### config.mk
export PLATFORM = sky130hd
export DESIGN_NAME = pacman_score_ctrl
export DESIGN_NICKNAME = d
export VERILOG_FILES = /design/src/rtl/pacman_score_ctrl.sv
export SDC_FILE = /design/constraint.sdc
export NUM_CORES = 1
export LEC_CHECK = 0
export BUFFER_PORTS_ARGS = -buffer_cell sky130_fd_sc_hd__buf_2
export CORE_MARGIN = 3
export CORE_UTILIZATION = 59
export CTS_BUF_LIST = sky130_fd_sc_hd__clkbuf_16
export DETAILED_ROUTE_END_ITERATION = 16
export PLACE_DENSITY = 0.95
export SLEW_MARGIN = 0
export SYNTH_ARGS = -nofsm -noshare
export SYNTH_HDL_FRONTEND = slang
export SYNTH_SLANG_ARGS = --single-unit
export TNS_END_PERCENT = 50
### constraint.sdc
create_clock -name clk -period 9.75 [get_ports clk]
set_input_delay 0.975 -clock clk [delete_from_list [all_inputs] [get_ports clk]]
set_output_delay 0.975 -clock clk [all_outputs]
set_load 0.05 [all_outputs]
### src/rtl/pacman_score_ctrl.sv
// Game supervisor for the Pac-Man playfield: scoring, candy count, tick timer,
// game-state FSM and a persistent high score.
module pacman_score_ctrl #(
  parameter int WIDTH      = 8,
  parameter int HEIGHT     = 8,
  parameter int SCORE_W    = 16,
  parameter int CANDY_PTS  = 10,
  parameter int TIME_LIMIT = 1024,
  parameter int TIMER_W    = 11,
  parameter int CNT_W      = 7
) (
  input  logic                    clk,
  input  logic                    rst_n,
  input  logic                    start,
  input  logic [WIDTH-1:0]        pacman_x,
  input  logic [HEIGHT-1:0]       pacman_y,
  input  logic [WIDTH*HEIGHT-1:0] candies,
  input  logic                    catch,
  output logic [2:0]              state,
  output logic [SCORE_W-1:0]      score,
  output logic [SCORE_W-1:0]      high_score,
  output logic [CNT_W-1:0]        candies_left,
  output logic [TIMER_W-1:0]      ticks,
  output logic                    eat_pulse,
  output logic                    frozen,
  output logic                    game_over
);

  typedef enum logic [2:0] {
    IDLE    = 3'd0,
    PLAYING = 3'd1,
    WON     = 3'd2,
    LOST    = 3'd3,
    TIMEOUT = 3'd4
  } state_t;

  localparam int AW = $clog2(WIDTH*HEIGHT);

  state_t             cur, nxt;
  logic [AW-1:0]      idx;
  logic               eat;
  logic               terminal;
  logic               restart;
  logic [SCORE_W:0]   sum;
  logic [SCORE_W-1:0] score_nxt;

  assign terminal = (cur == WON) || (cur == LOST) || (cur == TIMEOUT);
  assign restart  = start && ((cur == IDLE) || terminal);

  // Range check gates the index so an off-board position never reads the map.
  assign idx = AW'(pacman_x * HEIGHT + pacman_y);
  assign eat = (cur == PLAYING) && (32'(pacman_x) < WIDTH) &&
               (32'(pacman_y) < HEIGHT) && candies[idx];

  assign sum       = {1'b0, score} + (SCORE_W+1)'(CANDY_PTS);
  assign score_nxt = !eat ? score : (sum[SCORE_W] ? '1 : sum[SCORE_W-1:0]);

  always_comb begin
    nxt = cur;
    case (cur)
      IDLE:    if (start) nxt = PLAYING;
      PLAYING: begin
        if (catch)
          nxt = LOST;
        else if (candies_left == '0 && ticks >= TIMER_W'(2))
          nxt = WON;
        else if (ticks == TIMER_W'(TIME_LIMIT-1))
          nxt = TIMEOUT;
      end
      WON, LOST, TIMEOUT: if (start) nxt = PLAYING;
      default: nxt = IDLE;
    endcase
  end

  always_ff @(posedge clk) begin
    if (!rst_n) begin
      cur          <= IDLE;
      score        <= '0;
      high_score   <= '0;
      candies_left <= '0;
      ticks        <= '0;
      eat_pulse    <= 1'b0;
    end else begin
      cur          <= nxt;
      candies_left <= CNT_W'($countones(candies));
      eat_pulse    <= eat;
      if (restart) begin
        score <= '0;
        ticks <= '0;
      end else begin
        score <= score_nxt;
        // The exit cycle is not counted, so a timeout leaves ticks at TIME_LIMIT-1.
        if (cur == PLAYING && nxt == PLAYING)
          ticks <= ticks + 1'b1;
      end
      if (cur == PLAYING && nxt != PLAYING && score_nxt > high_score)
        high_score <= score_nxt;
    end
  end

  assign state     = cur;
  assign frozen    = (cur != PLAYING);
  assign game_over = terminal;

endmodule

==> After elaboration in Yosys (flattened, before gate mapping) <==
Cells that the tools add are included.
{ "word_totals": {"reg_bits": 54, "latch_bits": 0, "ramBits": 0, "romBits": 0, "out_inout_bits": 56, "wordCells": 110, "memories": 0} }
{ "classes": {"add_sub_neg": 66, "multipliers": 0, "div_mod_pow": 0, "order_cmp": 5, "eq_ne": 8, "n_shift": 0, "n_mux": 9, "n_bitwise": 1, "n_reduce_logical": 15} }
{ "op_table": {"columns": ["operator", "count"], "rows": [
  ["$add A1 B1 Y2", 32],
  ["$add A2 B2 Y3", 16],
  ["$add A3 B3 Y4", 8],
  ["$mux W16", 2],
  ["$add A4 B4 Y5", 4],
  ["$add A16 B4 Y17 const B", 1],
  ["$gt A16 B16 Y1", 1],
  ["$lt A8 B4 Y1 const B", 2],
  ["$add A5 B5 Y6", 2],
  ["$mux W3", 4],
  ["$add A11 B1 Y11 const B", 1],
  ["$eq A11 B10 Y1 const B", 1],
  ["$ge A11 B2 Y1 const B", 1],
  ["$logic_and A1 B1 Y1", 8],
  ["$add A6 B6 Y7", 1],
  ["$logic_not A7 Y1", 1],
  ["$lt A6 B7 Y1 const B", 1],
  ["$add A6 B6 Y6", 1],
  ["$bmux W1 S6", 1],
  ["$eq A3 B1 Y1 const B", 2],
  ["$eq A3 B2 Y1 const B", 2],
  ["$ne A3 B1 Y1 const B", 2],
  ["$pmux W3 S2", 1],
  ["$reduce_or A4 Y1", 1],
  ["other kinds (6)", 8]
]} }

==> Depth between registers and ports, before layout <==
Gate-level depths: netlist (run 1).
{ "logic_depth": {"depth_word": 8, "depth_mapped": 22, "ltp_nobuf": 22} }

==> Worst setup path before layout (run 1) <==
No wires, ideal clock.
{ "synth_timing": {"path_kind": "input to register", "startpoint": "in candies[35]", "endpoint": "reg candies_left[5]", "setup_time_ns": 0.128, "arrival_ns": 6.341, "setup_slack_ns": 3.281, "cell_stages": 22, "cell_sequence": "inv_1 > fa_1 > inv_1 > fa_1 > fa_1 > inv_1 > fa_1 > inv_1 > fa_1 > fa_1 > fa_1 > inv_1 > fa_1 > inv_1 > ha_1 > a21o_1 > a21o_1 > nand2_1 > nand2b_1 > a21oi_1 > xor2_1 > nor2_1"} }
{ "synth_between": {"elab_chain_len": 6} }
{ "synth_rtl": {"columns": ["item", "line_no", "rtl"], "rows": [
  ["start, declared", "17", "input logic [WIDTH*HEIGHT-1:0] candies,"],
  ["$add A1 B1 Y2 (not written as such)", "85", "candies_left <= CNT_W'($countones(candies));"],
  ["$add A2 B2 Y3 (not written as such)", "85", null],
  ["$add A3 B3 Y4 (not written as such)", "85", null],
  ["$add A4 B4 Y5 (not written as such)", "85", null],
  ["$add A5 B5 Y6 (not written as such)", "85", null],
  ["$add A6 B6 Y7 (not written as such)", "85", null],
  ["end signal, assigned", "85", null],
  ["end, declared", "22", "output logic [CNT_W-1:0] candies_left,"]
]} }
No other way between the ends.
A chain may end at the register's enable or synchronous reset.

==> Final worst setup path (run 1) <==
Same ends and word-level chain as after synthesis.

==> flow_summary.toml, run 1 <==
[setup_path]
crit_path_end_kind = "register"
setup.worst_path.start_class = "input pin"
reg2reg_slack_ps = 4640
cp.required_ps = 9920
criticalPathCategory = "in2reg"
r2r-end = "high_score[3]"
cp.arrival_ps = 6770
reg2reg_depth = 14
worstReg2RegStart = "score[1]"
worst-path-max-fanout = 2

[floorplanning]
die-height_um = 102
coreArea_um2 = 8850
start_util_pct = 61.6
rows = 34
dieArea_um2 = 10400
dieWidth_um = 102
ios = 140

[drt]
postRouteAntennaNets = 0
top_layer = "met4"
vias_per_cell = 5.90
wl_met3_mm = 1.21
drtPass1Iterations = 5
wl_mm = 15.6
met2_length_mm = 7.89
vias = 5256
wl_per_cell_um = 17.5
drt_iter0_markers = 367
wl_met1_mm = 5.96
drc = 0

[grt]
grt-ovfl-total = 0
grt_pass1_wl_mm = 25.3
antenna_found_initial = 0
grt_pass1_vias = 5398
grtUsageTotal_pct = 30.7
grt_max_degree = 38

[job]
drv_cap = 0

[synthesis]
syn-num-nets = 828
yosysSeqAreaShare_pct = 19.8
ys.flop_type = "dfxtp_1"
ys_top_cells_by_area = "fa_1, dfxtp_1, inv_1"
yosys-mux-area-fraction_pct = 6.06
synth_edf_count = 0
synth_seq_cells = 54
postSynth.asyncResetShare_pct = 0
syn_area_per_cell_um2 = 8.34
synthSimpleGateAreaFrac_pct = 20.0
synth_fa_ha_area_share_pct = 28.2
synth_area_um2 = 5450
ys_types = 61
synth_top_family_by_area = "adder cells"
yosysTopAreaCell = "fa_1"
synth_compound_area_share_pct = 13.5
synthCells = 654
yosysMostFrequentCell = "inv_1"
synth_xor_area_share_pct = 1.93
ys_warn_count = 0
synthTopCellsByCount = "inv_1, fa_1, dfxtp_1"
netlist.area_leader.share_pct = 20.2

[hold_path]
holdPathEnd = "high_score[8]"
min_path_cells = 2
min_from = "high_score[8]"
hold_class = "reg2reg"

[clocking]
cts.sinks = 54
max-clock-path-buffers = 2
post_cts_resized = 0
h-tree-depth = 2
root_buffer = "clkbuf_16"
holdBufCountCts = 0
numCtsBuffers = 5
clk_pin_slew_worst_paths_ps = 70
clock_latency_ps = 290
postCtsSetupRepairBufs = 0
cts_tree = "done"

[timing]
max_freq_ghz = 0.151
post-route-min-period_ps = 6600
relSlewSlack_pct = 29.2
skew_ps = 3.16
setup-tns-final_ps = 0
grt_setup_unrepaired = "false"
finalSetupViolCount = 0
period_share_pct = 67.7
hold_violations = 0
tightest_slew_ps = 1060
finalMaxSlewViolations = 0

[layout]
final_area_um2 = 6360
fillers = 657
area_delta_synth_final_pct = 16.7
drive_above_1_share_pct = 20.7
diodes = 0
nNetsFinal = 956
final_util_pct = 71.9

[place]
buffer_ports.inserted = 139
placed_cell_area_um2 = 6190
hpwl_mm = 12.6
gp_congestion = 0.996

[outcome]
outcome = "finished, final reports clean"

[power]
power.leakage_nw = 3.18
power.density_nw_per_um2 = 383
max-vdd-ir-drop_mv = 0.481
## worst max-delay path: stages
cell	delay, ps
buf_2	90
inv_1	60
fa_1	560
inv_1	70
fa_1	420
fa_1	540
inv_1	50
fa_1	520
inv_1	50
fa_1	520
fa_1	450
fa_1	560
inv_1	60
fa_1	530
inv_1	70
ha_1	290
a21o_1	180
a21o_1	180
nand2_1	80
nand2b_1	60
a21oi_1	200
xor2_1	180
nor2_1	60
## power breakdown
part | internal (mW) | total (mW) | switching (mW)
clock | 0.122 | 0.206 | 0.0839
combinational | 0.867 | 1.97 | 1.10
sequential | 0.252 | 0.265 | 0.0129
total | 1.24 | 2.44 | 1.19
## layer usage
metal  vias to the layer above  global-route usage, %
met4                         0                   9.99
met1                      2498                   38.4
met3                        57                   5.12
li1                       2441                      -
met2                       260                   53.9
met5                         -                      0
## worst max-delay path by stage
stage,end,cells past startpoint,slack [ps],from
floorplan,candies_left[5],22,3280,candies[35]
global placement,candies_left[5],23,3070,candies[35]
detailed placement,candies_left[5],23,2820,candies[35]
CTS,candies_left[5],23,3130,candies[35]
global route,candies_left[5],23,2890,candies[35]
finish,candies_left[5],23,3150,candies[35]
## final cells by class
| type | count | area, um2 | share of cell area, % |
|---|---|---|---|
| Sequential cell | 54 | 1080 | 17.0 |
| Tap cell | 108 | 135 | 2.12 |
| Inverter | 126 | 473 | 7.44 |
| Clock buffer | 5 | 125 | 1.97 |
| Clock inverter | 3 | 43.8 | 0.688 |
| Timing Repair Buffer | 140 | 703 | 11.1 |
| Multi-Input combinational cell | 455 | 3800 | 59.7 |
## cells by family (layout without fill, tap and decap cells)
family	count (synthesis)	in the layout
AOI/OAI and AO/OA	112	112
xor gates and xnor gates	12	12
adders and majority gates	90	90
buffers and inverters	145	274
DFF	54	54
muxes	33	33
and+or+nand+nor	208	208
## flip-flops by register name, indices dropped and copies added (netlist names)
name / count
candies_left: 7
eat_pulse: 1
high_score: 16
score: 16
state: 3
ticks: 11
## layout by cell type (no fill, tap or decap), types with 5 or more instances in the layout
| cell type | n |
|---|---|
| and2_1 | 8 |
| mux2i_1 | 33 |
| fa_1 | 55 |
| nor4_1 | 8 |
| a21oi_1 | 33 |
| xnor2_1 | 9 |
| buf_2 | 139 |
| a21o_1 | 5 |
| nand4_1 | 10 |
| a211oi_1 | 17 |
| o211ai_1 | 7 |
| clkbuf_16 | 5 |
| nand2b_1 | 8 |
| nor2b_1 | 10 |
| nand2_1 | 49 |
| nor3_1 | 14 |
| o21ai_1 | 5 |
| nand3_1 | 20 |
| a22oi_1 | 9 |
| ha_1 | 35 |
| o21ai_0 | 14 |
| inv_1 | 125 |
| nor2_1 | 50 |
| and3_1 | 8 |
| dfxtp_1 | 54 |
## stage by stage
stage | hold WS [ps] | setup WS, ps | cells | power [mW]
after floorplan | 674 | 3280 | 654 | 1.72
after global placement | 447 | 3070 | 883 | 1.98
after detailed placement | 464 | 2820 | 883 | 2.20
after CTS | 474 | 3130 | 891 | 2.42
after global routing | 494 | 2890 | 891 | 2.70
final | 470 | 3150 | 891 | 2.44
Note: power is estimated with default switching activity, not from simulation.
==> run 2: changes to the inputs <==
Settings changed: CORE_UTILIZATION 59 to 55, PLACE_DENSITY 0.95 to 0.92.
Clock period 9.75 ns to 6.63 ns, I/O delays scaled along.
==> flow_summary.toml, run 2 (synthesis results as in run 1) <==
[setup_path]
crit_slowest_cell = "fa_1"
criticalPathCategory = "in2reg"
setup.worst_path.start_class = "input pin"
cp_slowest_stage_delay_ps = 550
crit_path_end_kind = "register"
cp_common_cell = "fa_1"
path_cells = "buf_2 -> inv_1 -> fa_1 -> inv_1 -> fa_1 -> fa_1 -> inv_1 -> fa_1 -> inv_1 -> fa_1 -> fa_1 -> fa_1 -> inv_1 -> fa_1 -> inv_1 -> ha_1 -> a21o_1 -> a21o_1 -> nand2_1 -> nand2b_1 -> a21oi_1 -> xor2_1 -> nor2_1"
cp.arrival_ps = 6320
crit_buf_inv = 7
path_delay_family = "adder cells"
cp.required_ps = 6800
worst-path-max-fanout = 2

[grt]
grt_pass1_vias = 5275
antenna_found_initial = 0
grtUsageTotal_pct = 27.4
grt_max_degree = 28
grt_pass1_wl_mm = 24.6
grt-ovfl-total = 0

[layout]
nNetsFinal = 960
largest_registers = "high_score x16, score x16, ticks x11"
final_common_cell = "buf_2"
final_util_pct = 67.8
drive_above_1_share_pct = 20.8
diodes = 0
area_delta_synth_final_pct = 17.1
final_cells = 916
fillers = 772
mostFrequentLayoutCells = "buf_2, inv_1, fa_1"

[clocking]
max-clock-path-buffers = 2
clk_pin_slew_worst_paths_ps = 70
numCtsBuffers = 5
h-tree-depth = 2
cts_tree = "done"
holdBufCountCts = 0
cts.sinks = 54
clock_latency_ps = 300
post_cts_resized = 0
postCtsSetupRepairBufs = 0
root_buffer = "clkbuf_16"

[timing]
skew_ps = 7.33
relSlewSlack_pct = 29.8
period_share_pct = 92.9
max_freq_ghz = 0.162
hold_violations = 0
tightest_slew_ps = 1050
finalSetupViolCount = 0
setup-tns-final_ps = 0
post-route-min-period_ps = 6160
finalMaxSlewViolations = 0
grt_setup_unrepaired = "false"

[power]
power.density_nw_per_um2 = 523
power.leakage_nw = 3.19
finalPower_mw = 3.34
max-vdd-ir-drop_mv = 0.803

[floorplanning]
dieWidth_um = 106
coreArea_um2 = 9420
rows = 35
dieArea_um2 = 11100
ios = 140
start_util_pct = 57.9
die-height_um = 106

[hold_path]
hold_class = "reg2reg"

[drt]
drc = 0
vias = 5217
drt_iter0_markers = 311
wl_mm = 15.0
drtPass1Iterations = 5
postRouteAntennaNets = 0
wl_per_cell_um = 16.4
vias_per_cell = 5.70

[outcome]
outcome = "finished, final reports clean"

[place]
buffer_ports.inserted = 139
gp_congestion = 0.970
place_inst = 908
hpwl_mm = 12.2

[job]
drv_cap = 0
## run 2: through the flow
stage	setup WS, ps	cell area, um2	hold slack, ps
6_report	472	6390	476
2_1_floorplan	473	5450	674
4_1_cts	482	6390	468
5_1_grt	199	6390	496
3_3_place_gp	286	6250	450
3_5_place_dp	172	6250	459
## run 2: final cells by class
cell class              count  area, um2  area share [%]
multi-input cells         455       3800            59.5
flip-flops and latches     54       1080            16.9
repair buffers            144        733            11.5
inverters                 126        473            7.41
well taps                 129        161            2.53
clock buffers               5        125            1.96
clock inverters             3       12.5           0.196
## run 2: power by group
part	internal, mW	total (mW)	switching, mW	leakage [nW]
Clock	0.137	0.255	0.118	0.0724
Combinational	1.24	2.70	1.45	2.68
Sequential	0.371	0.391	0.0206	0.437
Total	1.75	3.34	1.59	3.19
## run 2: worst register-to-register path: stages, from the launching register on
cell and delay (ps):
dfxtp_1 430, and3_1 270, and3_1 280, and4_1 290, and3_1 440, a21oi_1 220
and3_1 260, nor2_1 100, ha_1 260, a2111oi_0 590, o221ai_1 250, a2111oi_0 410
and4bb_1 440, nor2_1 630, nand2_1 140, o31ai_1 100
## run 2: final timing paths
path / startpoint / end / slack (ps) / cells past startpoint
hold reg to reg: high_score[10] / high_score[10] / 480 / 2
hold / removal: high_score[10] / high_score[10] / 480 / 2
setup / recovery: candies[35] / candies_left[5] / 470 / 23
setup reg to reg: score[4] / high_score[4] / 1430 / 15
## run 2: metal layers
layer	share of wire, %	global-route usage (%)
met4	4.6	13.1
met2	49	46.6
met5	0	0
met3	8.0	5.27
met1	39	33.3
